`config.mk`:
```
export PLATFORM = sky130hd
export DESIGN_NAME = arcade_input_mapper
export DESIGN_NICKNAME = d
export VERILOG_FILES = /design/src/rtl/arcade_input_pkg.sv /design/src/rtl/arcade_input_mapper_coin_stretch.sv /design/src/rtl/arcade_input_mapper.sv
export SDC_FILE = /design/constraint.sdc
export NUM_CORES = 1
export LEC_CHECK = 0
export ABC_AREA = 1
export ABC_CLOCK_PERIOD_IN_PS = 2800
export BUFFER_PORTS_ARGS = -buffer_cell sky130_fd_sc_hd__buf_2
export CAP_MARGIN = 20
export CORE_MARGIN = 2
export CORE_UTILIZATION = 40
export CTS_CLUSTER_DIAMETER = 30
export DETAILED_ROUTE_END_ITERATION = 12
export GPL_TIMING_DRIVEN = 0
export PLACE_DENSITY = 0.66
export SLEW_MARGIN = 10
export SYNTH_ARGS = -nofsm -noshare
export SYNTH_HDL_FRONTEND = slang
export SYNTH_SLANG_ARGS = --single-unit
```
`constraint.sdc`:
```
create_clock -name clk_sys -period 2.8 [get_ports clk_sys]
set_input_delay 0.28 -clock clk_sys [delete_from_list [all_inputs] [get_ports clk_sys]]
set_output_delay 0.28 -clock clk_sys [all_outputs]
set_load 0.02 [all_outputs]
```
`src/rtl/arcade_input_pkg.sv`:
```
// Shared constants for the arcade player-input front end:
// button bit positions, PS/2 scancodes and ioctl indices.
package arcade_input_pkg;

  localparam int NBTN     = 11;
  localparam int BTN_R    = 0;
  localparam int BTN_L    = 1;
  localparam int BTN_D    = 2;
  localparam int BTN_U    = 3;
  localparam int BTN_A    = 4;
  localparam int BTN_B    = 5;
  localparam int BTN_C    = 6;
  localparam int BTN_D2   = 7;
  localparam int BTN_S1   = 8;
  localparam int BTN_S2   = 9;
  localparam int BTN_COIN = 10;

  localparam logic [7:0] SC_UP    = 8'h75;
  localparam logic [7:0] SC_DOWN  = 8'h72;
  localparam logic [7:0] SC_LEFT  = 8'h6B;
  localparam logic [7:0] SC_RIGHT = 8'h74;
  localparam logic [7:0] SC_FA    = 8'h14;
  localparam logic [7:0] SC_FB    = 8'h11;
  localparam logic [7:0] SC_FC    = 8'h29;
  localparam logic [7:0] SC_FD    = 8'h12;
  localparam logic [7:0] SC_S1A   = 8'h05;
  localparam logic [7:0] SC_S1B   = 8'h16;
  localparam logic [7:0] SC_S2A   = 8'h06;
  localparam logic [7:0] SC_S2B   = 8'h1E;
  localparam logic [7:0] SC_COINA = 8'h2E;
  localparam logic [7:0] SC_COINB = 8'h36;

  localparam logic [7:0] IDX_DIP = 8'd254;
  localparam logic [7:0] IDX_MOD = 8'd1;

  // One-hot button mask for a scancode; zero when the key is unmapped.
  function automatic logic [NBTN-1:0] key_mask(input logic [7:0] code);
    key_mask = '0;
    unique case (1'b1)
      code == SC_UP:    key_mask[BTN_U]    = 1'b1;
      code == SC_DOWN:  key_mask[BTN_D]    = 1'b1;
      code == SC_LEFT:  key_mask[BTN_L]    = 1'b1;
      code == SC_RIGHT: key_mask[BTN_R]    = 1'b1;
      code == SC_FA:    key_mask[BTN_A]    = 1'b1;
      code == SC_FB:    key_mask[BTN_B]    = 1'b1;
      code == SC_FC:    key_mask[BTN_C]    = 1'b1;
      code == SC_FD:    key_mask[BTN_D2]   = 1'b1;
      code == SC_S1A,
      code == SC_S1B:   key_mask[BTN_S1]   = 1'b1;
      code == SC_S2A,
      code == SC_S2B:   key_mask[BTN_S2]   = 1'b1;
      code == SC_COINA,
      code == SC_COINB: key_mask[BTN_COIN] = 1'b1;
      default:          key_mask = '0;
    endcase
  endfunction

endpackage

```
`src/rtl/arcade_input_mapper_coin_stretch.sv`:
```
// Single coin channel: rising-edge detect and fixed-length
// stretch; edges seen while the pulse is running are dropped.
module coin_stretch
  import arcade_input_pkg::*;
#(
  parameter int COIN_HOLD = 2_500_000
) (
  input  logic clk_sys,
  input  logic RESET_L,
  input  logic coin_in,
  output logic coin_out
);

  localparam int CW = (COIN_HOLD > 1) ? $clog2(COIN_HOLD) : 1;

  logic          prev;
  logic [CW-1:0] cnt;

  always_ff @(posedge clk_sys) begin
    if (!RESET_L) begin
      prev     <= 1'b0;
      cnt      <= '0;
      coin_out <= 1'b0;
    end else begin
      prev <= coin_in;
      if (coin_in && !prev && !coin_out) begin
        cnt      <= CW'(COIN_HOLD - 1);
        coin_out <= 1'b1;
      end else if (coin_out) begin
        if (cnt == '0) coin_out <= 1'b0;
        else           cnt      <= cnt - 1'b1;
      end
    end
  end

endmodule

```
`src/rtl/arcade_input_mapper.sv`:
```
// Player-input front end: joystick source merge, PS/2 keys,
// coin stretching, OSD DIP banks and game-select byte.
module arcade_input_mapper
  import arcade_input_pkg::*;
#(
  parameter int PLAYERS   = 2,
  parameter int DIP_BANKS = 8,
  parameter int COIN_HOLD = 2_500_000
) (
  input  logic                           clk_sys,
  input  logic                           RESET_L,
  input  logic [10:0]                    ps2_key,
  input  logic [16*PLAYERS-1:0]          joy_usb,
  input  logic [16*PLAYERS-1:0]          joy_db,
  input  logic [$clog2(PLAYERS+1)-1:0]   db_count,
  input  logic                           ioctl_wr,
  input  logic [7:0]                     ioctl_index,
  input  logic [24:0]                    ioctl_addr,
  input  logic [7:0]                     ioctl_dout,
  output logic [16*PLAYERS-1:0]          player_out,
  output logic [PLAYERS-1:0]             coin_out,
  output logic [8*DIP_BANKS-1:0]         dip_out,
  output logic [7:0]                     mod_id,
  output logic                           osd_req
);

  localparam int AW = $clog2(DIP_BANKS);

  logic [NBTN-1:0]         keys;
  logic [NBTN-1:0]         kmask;
  logic                    old_tog;
  logic [16*PLAYERS-1:0]   merged;
  logic [NBTN-1:0]         v;
  int                      dbc;
  logic [8*DIP_BANKS-1:0]  dip_q = '0;
  logic [7:0]              mod_q = '0;
  logic                    unused_in;

  assign unused_in = ^{ps2_key[8], joy_usb, joy_db};
  assign kmask     = key_mask(ps2_key[7:0]);

  always_comb begin
    merged = '0;
    v      = '0;
    dbc    = (int'(db_count) > PLAYERS) ? PLAYERS : int'(db_count);
    for (int p = 0; p < PLAYERS; p++) begin
      if (p < dbc) v = joy_db[16*p +: NBTN];
      else         v = joy_usb[16*(p-dbc) +: NBTN];
      if (p == 0) v = v | keys;
      merged[16*p +: 16] = {5'b0, v};
    end
  end

  // old_tog tracks the line during reset so release makes no event.
  always_ff @(posedge clk_sys) begin
    if (!RESET_L) begin
      player_out <= '0;
      keys       <= '0;
      old_tog    <= ps2_key[10];
    end else begin
      player_out <= merged;
      old_tog    <= ps2_key[10];
      if (ps2_key[10] != old_tog)
        keys <= (keys & ~kmask) | (kmask & {NBTN{ps2_key[9]}});
    end
  end

  // OSD settings survive RESET_L on purpose.
  always_ff @(posedge clk_sys) begin
    if (ioctl_wr && ioctl_index == IDX_DIP &&
        ioctl_addr[24:AW] == '0)
      dip_q[8*ioctl_addr[AW-1:0] +: 8] <= ioctl_dout;
    if (ioctl_wr && ioctl_index == IDX_MOD)
      mod_q <= ioctl_dout;
  end

  assign dip_out = dip_q;
  assign mod_id  = mod_q;
  assign osd_req = (db_count != '0) && joy_db[10] && joy_db[6];

  for (genvar p = 0; p < PLAYERS; p++) begin : g_coin
    coin_stretch #(.COIN_HOLD(COIN_HOLD)) u_coin (
      .clk_sys  (clk_sys),
      .RESET_L  (RESET_L),
      .coin_in  (player_out[16*p+BTN_COIN]),
      .coin_out (coin_out[p])
    );
  end

endmodule

```
==> results of run 1 <==
## sequential cells by signal, indices dropped and copies added (netlist names), named ones only
signal and count:
dip_out 64, mod_id 8, g_coin.u_coin.prev 2, old_tog 1, player_out 22, g_coin.u_coin.coin_out 2
g_coin.u_coin.cnt 44
## power groups by stage
| stage | logic (mW) | registers, mW | clock network (mW) |
|---|---|---|---|
| final | 1.24 | 2.51 | 2.50 |
| after global placement | 1.22 | 2.55 | 0 |
| after detailed placement | 1.23 | 2.55 | 0 |
| after CTS | 1.24 | 2.51 | 2.55 |
| after floorplan | 0.888 | 2.56 | 0 |
| after global routing | 1.40 | 2.52 | 2.63 |
## how the worst max path moves through the flow
stage / slack, ps / to / from / cells after the start
CTS: -0.2 / dip_out[30]$_DFFE_PP_ / ioctl_addr[0] / 13
detailed placement: -890 / dip_out[45]$_DFFE_PP_ / ioctl_addr[0] / 10
finish: 270 / dip_out[29]$_DFFE_PP_ / ioctl_addr[0] / 12
global placement: -920 / dip_out[25]$_DFFE_PP_ / ioctl_addr[0] / 12
floorplan: -130 / dip_out[40]$_DFFE_PP_ / ioctl_addr[0] / 9
global route: 80 / dip_out[30]$_DFFE_PP_ / ioctl_addr[0] / 12
## stage by stage
stage | hold slack [ps] | instance area, µm² | std cells
finish | 142 | 9630 | 1424
global route | 135 | 9630 | 1424
CTS | 117 | 9640 | 1425
detailed placement | 440 | 8930 | 1393
global placement | 428 | 8920 | 1392
floorplan | 308 | 7650 | 963
## layout make-up
class | count | area, µm² | area share
well taps | 234 | 293 | 0.0304
multi-input cells | 625 | 3110 | 0.323
repair buffers | 197 | 991 | 0.103
clock inverters | 14 | 213 | 0.0221
inverters | 135 | 507 | 0.0526
flip-flops and latches | 154 | 3800 | 0.395
plain buffers | 48 | 288 | 0.0299
clock buffers | 17 | 425 | 0.0442
## synth_stat cells (5+ instances only)
| master | number |
|---|---|
| nor2_4 | 5 |
| a31oi_1 | 5 |
| buf_4 | 15 |
| nor2_1 | 135 |
| nor4_1 | 5 |
| dfxtp_1 | 82 |
| nand3_1 | 87 |
| inv_1 | 131 |
| clkbuf_1 | 10 |
| nor2_2 | 16 |
| buf_1 | 6 |
| xor2_1 | 12 |
| a31o_2 | 7 |
| ha_1 | 6 |
| a21oi_1 | 33 |
| o21ai_0 | 27 |
| nand3b_1 | 5 |
| xnor2_1 | 6 |
| nor3_1 | 32 |
| nand2_1 | 189 |
| buf_2 | 14 |
| edfxtp_1 | 72 |
| nand4_1 | 23 |
## worst max-delay path: cells and delay by family
family	cells	cell delay, ps
adders and majority gates	2	460
buffers and inverters	8	1370
and+or+nand+nor	2	520
## logic make-up (layout without fill, tap and decap cells)
kind of cell,Yosys count,count (layout),share of synthesized area
AOI/OAI and AO/OA,79,79,0.0585
xor gates and xnor gates,19,19,0.0229
adders and majority gates,6,6,0.00986
buffers and inverters,184,411,0.105
DFF,154,154,0.500
other,1,10,0.000493
and+or+nand+nor,511,511,0.304
## routing by layer
layer / up-vias / GRT usage
li1: 3518 / -
met1: 3089 / 0.244
met2: 288 / 0.335
met3: 23 / 0.0485
met4: 0 / 0.0716
met5: - / 0
## timing repair
| item | in CTS | in global routing |
|---|---|---|
| gates resized for setup | 11 | 1 |
| pin swaps | 0 | 0 |
| hold endpoints to repair | 1 | 0 |
| endpoints found under the setup margin | 54 | 54 |
| hold buffers | 1 | 0 |
==> qor.txt, run 1 <==
worst r2r path cells: 11
first-pass GRT wire length: 31400 µm
register bit count reported by yosys: 154
largest net degree at the start of global routing: 17
global route overflow: 0
met1 wire length: 8690 µm
Inserted Diodes: 0
worst hold path type: input pin to flop
R2R Setup Slk: 1050 ps
Post-CTS Setup Inserts: 0
setup TNS: 0 ps
PortBufs: 195
ANT nets after route: 0
CTS Buffer Depth: 2
clock period minus worst slack: 2530 ps
Worst setup EP type: flop
Crit Reg-Reg Endpoint: g_coin[0].u_coin.cnt[18]$_SDFFE_PN0P_
Die Wd: 142 µm
kind of critical path: input pin to flop
final worst-path cycle share: 0.903
Syn Inst Count: 954
initial antenna violation count: 0
crit-path cells: buf_2 -> buf_2 -> inv_1 -> ha_1 -> ha_1 -> buf_2 -> inv_1 -> nor2_1 -> inv_1 -> clkbuf_1 -> nor3_2 -> buf_2
Endpoint, Worst Hold: player_out[24]$_SDFF_PN0_
TritonCTS Sinks: 154
post-route setup slack: 272 ps
Clock Skew: 6.92 ps
core area: 18700 µm²
commonest non-fill, non-tap cell in the layout: buf_2
Top Layer Used: met4
synthesis-to-finish area growth: 26.6%
most frequent cells in the layout: 210 x buf_2, 189 x nand2_1, 133 x nor2_1
combinational share of power: 0.199
DPL Wire Length: 15000 µm
internal cell power: 4.39 mW
Max Clk Rate: 396 MHz
gr usage total: 0.197
Vert. Die Dim: 142 µm
LEAKAGE: 4.34 nW
syn_area_per_cell: 7.98 µm²
Layout Utilization: 0.515
Max-cap violations: 0
WL met2: 9230 µm
Fill cells: 1774
Initial DRC Count: 335
Sw Ratio: 0.296
Via density: 4.86
Sequential Power Share: 0.401
DIE AREA: 20100 µm²
Starting Density: 0.407
crit-path max cell delay: 360 ps
Slowest cell on crit path: nor3_2
Clock power frac: 0.400
top-area cell type share of the netlist area: 0.284
leading area contributor after synthesis: edfxtp_1
clk slew on worst S/H paths: 60 ps
routed via count: 6918
worst slew pin tran: 912 ps
Total Wirelength: 19700 µm
Cell variety after synth: 42
Slew HR: 0.390
Synth async-reset ratio: 0
Pre-antenna DRT Iters: 5
Power Density: 648 nW/µm²
share of cells above drive strength 1: 0.263
pre-CTS setup slack: -893 ps
row count: 50
Nets: 1305
final setup violation count: 0
final hold vios: 0
RR Startpoint: g_coin[0].u_coin.cnt[0]$_SDFFE_PN0P_
CP startpoint kind: input pin
H-tree depth: 4
RePlAce Congestion: 0.900
Syn. warnings: 0
mapped cell area: 7610 µm²
Max Slew Vio Count: 0
vias in the first global route: 6529
CTS tree: built
Synth area leaders: edfxtp_1 28%, dfxtp_1 22%, nand2_1 9.3%, nor2_1 6.7%, inv_1 6.5%
register area share after synthesis: 0.500
Max IR drop VDD: 0.462 mV
Worst Hold Depth: 5
Min-Delay Startpoint: joy_usb[24]
most numerous cell on the critical path: buf_2
Overall Power: 6.24 mW
WP data arrival: 2650 ps
clk root buf: clkbuf_16
met3 wire len: 1430 µm
Wirelength per Cell: 13.8 µm
CP max FO: 19
CTS Buf Count: 17
number of flops mapped to enable cells by yosys: 72
predominant post-synthesis flop cell: dfxtp_1
RSZ-0062 raised after global routing: false
DRC viols: 0
WP data required: 2920 ps
status: finished clean
Psw: 1.85 mW
number of I/O pins: 228
clk_lat worst skew: 430 ps
(Power assumes the default switching activity.)
==> inputs of run 2 (changes only) <==
--- a/config.mk
+++ b/config.mk
@@ -5,7 +5,7 @@
 export SDC_FILE = /design/constraint.sdc
 export NUM_CORES = 1
 export LEC_CHECK = 0
-export ABC_AREA = 1
+export ABC_AREA = 0
 export ABC_CLOCK_PERIOD_IN_PS = 2800
 export BUFFER_PORTS_ARGS = -buffer_cell sky130_fd_sc_hd__buf_2
 export CAP_MARGIN = 20
@@ -14,7 +14,7 @@
 export CTS_CLUSTER_DIAMETER = 30
 export DETAILED_ROUTE_END_ITERATION = 12
 export GPL_TIMING_DRIVEN = 0
-export PLACE_DENSITY = 0.66
+export PLACE_DENSITY = 0.67
 export SLEW_MARGIN = 10
 export SYNTH_ARGS = -nofsm -noshare
 export SYNTH_HDL_FRONTEND = slang
==> qor.txt, run 2 <==
DRC viols: 0 (unchanged)
clk root buf: clkbuf_16
Sequential Power Share: 0.431 (+0.030)
Post-CTS Setup Inserts: 0 (unchanged)
grt peak-use layer: met2
clock period minus worst slack: 2560 ps (+29.7 ps)
RSZ-0062 raised after global routing: false
Non-Filler Instances: 1128 (-21%)
Post-Synth Simple-Gate Area: 0.261 (-0.0426)
Layout Utilization: 0.520 (+0.00528)
final worst-path cycle share: 0.913 (+0.0106)
worst slew pin tran: 946 ps (+33.3 ps)
leading area contributor after synthesis: edfxtp_1
clk slew on worst S/H paths: 70 ps (about the same)
final setup violation count: 0 (unchanged)
largest family of logic cells by synthesized area: simple AND/OR/NAND/NOR gates
vias in the first global route: 5199 (-20%)
mapped cell area: 7020 µm² (-7.8%)
worst hold path type: input pin to flop
register bit count reported by yosys: 154 (unchanged)
Via density: 4.96 (+2.2%)
H-tree depth: 4 (unchanged)
CP max FO: 9 (-10)
combinational share of power: 0.153 (-0.046)
WP data required: 2930 ps (about the same)
Pre-antenna DRT Iters: 4 (-1)
Synth area leaders: edfxtp_1 31%, dfxtp_1 23%, and2_1 5.6%, nor2_1 4.2%, mux2i_1 3.6%
PortBufs: 195 (unchanged)
sequential cell area: 3800 µm² (unchanged)
Cell variety after synth: 60 (+43%)
Total Wirelength: 16800 µm (-15%)
global route overflow: 0 (unchanged)
RePlAce Congestion: 0.821 (-8.8%)
crit-path cells: buf_2 -> inv_1 -> ha_1 -> ha_1 -> nor3b_1 -> nor3b_1 -> clkbuf_2
routed via count: 5599 (-19%)
Synth async-reset ratio: 0 (unchanged)
Syn Inst Count: 662 (-31%)
M1 GR Usage: 0.240 (-0.00353)
top-area cell type share of the netlist area: 0.308 (+0.0241)
Syn. warnings: 0 (unchanged)
Max Clk Rate: 391 MHz (-1.2%)
most frequent cells in the layout: 199 x buf_2, 82 x dfxtp_1, 79 x nor2_1
Max-cap violations: 0 (unchanged)
Fill cells: 1562 (-12%)
Vert. Die Dim: 136 µm (-3.9%)
Worst setup EP type: flop
number of flops mapped to enable cells by yosys: 72 (unchanged)
met2 usage: 0.294 (-0.0415)
WP data arrival: 2690 ps (+40 ps)
Power Density: 653 nW/µm² (+0.75%)
Max Slew Vio Count: 0 (unchanged)
commonest cells in the netlist: 82 x dfxtp_1, 79 x nor2_1, 72 x edfxtp_1
gr usage total: 0.184 (-0.0135)
Slowest cell on crit path: nor3b_1
Clock power frac: 0.415 (+0.015)
Die Wd: 136 µm (-3.9%)
top-count cell post-synth: dfxtp_1
syn_area_per_cell: 10.6 µm² (+33%)
Post-DP Area: 8310 µm² (-6.9%)
status: finished clean
Multi-input gate area: 2990 µm² (-4.1%)
predominant post-synthesis flop cell: dfxtp_1
synthesis-to-finish area growth: 27.8%
CTS Buffer Depth: 2 (unchanged)
CP startpoint kind: input pin
Post-Synth Adder-Cell Area: 0.0107 (+0.000835)
crit-path max cell delay: 690 ps (+330 ps)
Wirelength per Cell: 14.9 µm (+7.7%)
number of I/O pins: 228 (unchanged)
internal cell power: 4.25 mW (-3.3%)
post-synthesis mux area share: 0.0357 (+0.0357)
ANT nets after route: 0 (unchanged)
first-pass GRT wire length: 26500 µm (-15%)
Psw: 1.61 mW (-13%)
Clock Skew: 4.77 ps (-2.15 ps)
Synth Area in Compound Gates: 0.0770 (+0.0185)
number of flip-flops under the largest register name: 64 (unchanged)
Max IR drop VDD: 0.461 mV (about the same)
clk_lat worst skew: 420 ps (about the same)
register area share after synthesis: 0.542 (+0.0423)
row count: 48 (-4.0%)
GR Layer Usage met3: 0.0485 (about the same)
kind of critical path: input pin to flop
post-route cell area: 8970 µm² (-6.9%)
Nets: 1017 (-22%)
Initial DRC Count: 330 (-1.5%)
LEAKAGE: 3.46 nW (-20%)
final hold vios: 0 (unchanged)
initial antenna violation count: 0 (unchanged)
TritonCTS Sinks: 154 (unchanged)
Sw Ratio: 0.275 (-0.0218)
Starting Density: 0.407 (about the same)
R2R Setup Slk: 760 ps (-290 ps)
share of cells above drive strength 1: 0.303 (+0.0404)
CTS Buf Count: 17 (unchanged)
Slew HR: 0.368 (-0.0220)
post-CTS sizing: 0 (-11)
Fin Hold WS: 89.9 ps (-52.1 ps)
DPL Wire Length: 12400 µm (-18%)
setup TNS: 0 ps (unchanged)
CTS tree: built
DIE AREA: 18600 µm² (-7.6%)
largest net degree at the start of global routing: 17 (unchanged)
DP Cell Count: 1091 (-22%)
area share of xor/xnor cells in the synthesized design: 0.0350 (+0.0121)
core area: 17200 µm² (-7.9%)
commonest non-fill, non-tap cell in the layout: buf_2
Inserted Diodes: 0 (unchanged)
## run 2: cell types whose count changed after synthesis, moves of 12 or more
| cell | previous run | this run |
|---|---|---|
| nand2_1 | 189 | 19 |
| inv_1 | 131 | 12 |
| nand3_1 | 87 | 12 |
| and2_1 | 1 | 63 |
| nor2_1 | 135 | 79 |
| mux2i_1 | 0 | 25 |
| o21ai_0 | 27 | 9 |
| nor2_2 | 16 | 0 |
| a211oi_1 | 1 | 16 |
| nor2b_1 | 0 | 15 |
| xnor2_1 | 6 | 20 |
| nand4_1 | 23 | 10 |
| nor4_1 | 5 | 17 |
## run 2: final cells by class
cell class / count / area share
plain buffers: 42 / 0.0247
clock buffers: 17 / 0.0474
clock inverters: 15 / 0.0222
inverters: 12 / 0.00502
multi-input cells: 463 / 0.333
flip-flops and latches: 154 / 0.424
well taps: 225 / 0.0314
repair buffers: 200 / 0.112
## run 2: power by group through the flow
stage / Combinational, mW / Clock, mW / Sequential (mW)
detailed placement: 0.892 / 0 / 2.57
global placement: 0.882 / 0 / 2.57
finish: 0.897 / 2.43 / 2.53
CTS: 0.897 / 2.49 / 2.53
global route: 0.998 / 2.59 / 2.54
floorplan: 0.619 / 0 / 2.58
## run 2: metal layers
| layer | up-vias | share of wire |
|---|---|---|
| met1 | 2529 | 0.46 |
| met2 | 217 | 0.45 |
| li1 | 2830 | - |
| met4 | 0 | 0.018 |
| met5 | - | 0 |
| met3 | 23 | 0.075 |
## run 2: cell families after synthesis
logic type	after synthesis
AO/OA/AOI/OAI	85
XOR/XNOR	28
other	1
multiplexers	25
buffers and inverters	54
AND/OR/NAND/NOR	309
adder cells (fa/ha/maj)	6
flip-flops	154
## run 2: worst paths after layout
| kind | depth (start not counted) | startpoint | end |
|---|---|---|---|
| hold reg to reg | 2 | flop | player_out[1]$_SDFF_PN0_ |
| hold / removal | 3 | joy_db[17] | player_out[17]$_SDFF_PN0_ |
| setup reg to reg | 7 | g_coin[1].u_coin.cnt[0]$_SDFFE_PN0P_ | g_coin[1].u_coin.cnt[3]$_SDFFE_PN0P_ |
| setup / recovery | 7 | ioctl_addr[0] | dip_out[26]$_DFFE_PP_ |
## run 2: critical path, delay by kind of cell
family,cells,cell delay [ps]
and+or+nand+nor,2,1380
buffers and inverters,3,470
adders and majority gates,2,560
## run 2: metrics by stage
| stage | setup slack [ps] | power (mW) |
|---|---|---|
| floorplan | 391 | 3.20 |
| global placement | -308 | 3.45 |
| detailed placement | -380 | 3.47 |
| CTS | 49.6 | 5.91 |
| global route | 40.6 | 6.12 |
| finish | 243 | 5.86 |
## run 2: what timing repair did
action / CTS / global route
hold buffers: 1 / 0
hold endpoints to repair: 1 / 0
endpoints found under the setup margin: 0 / 0
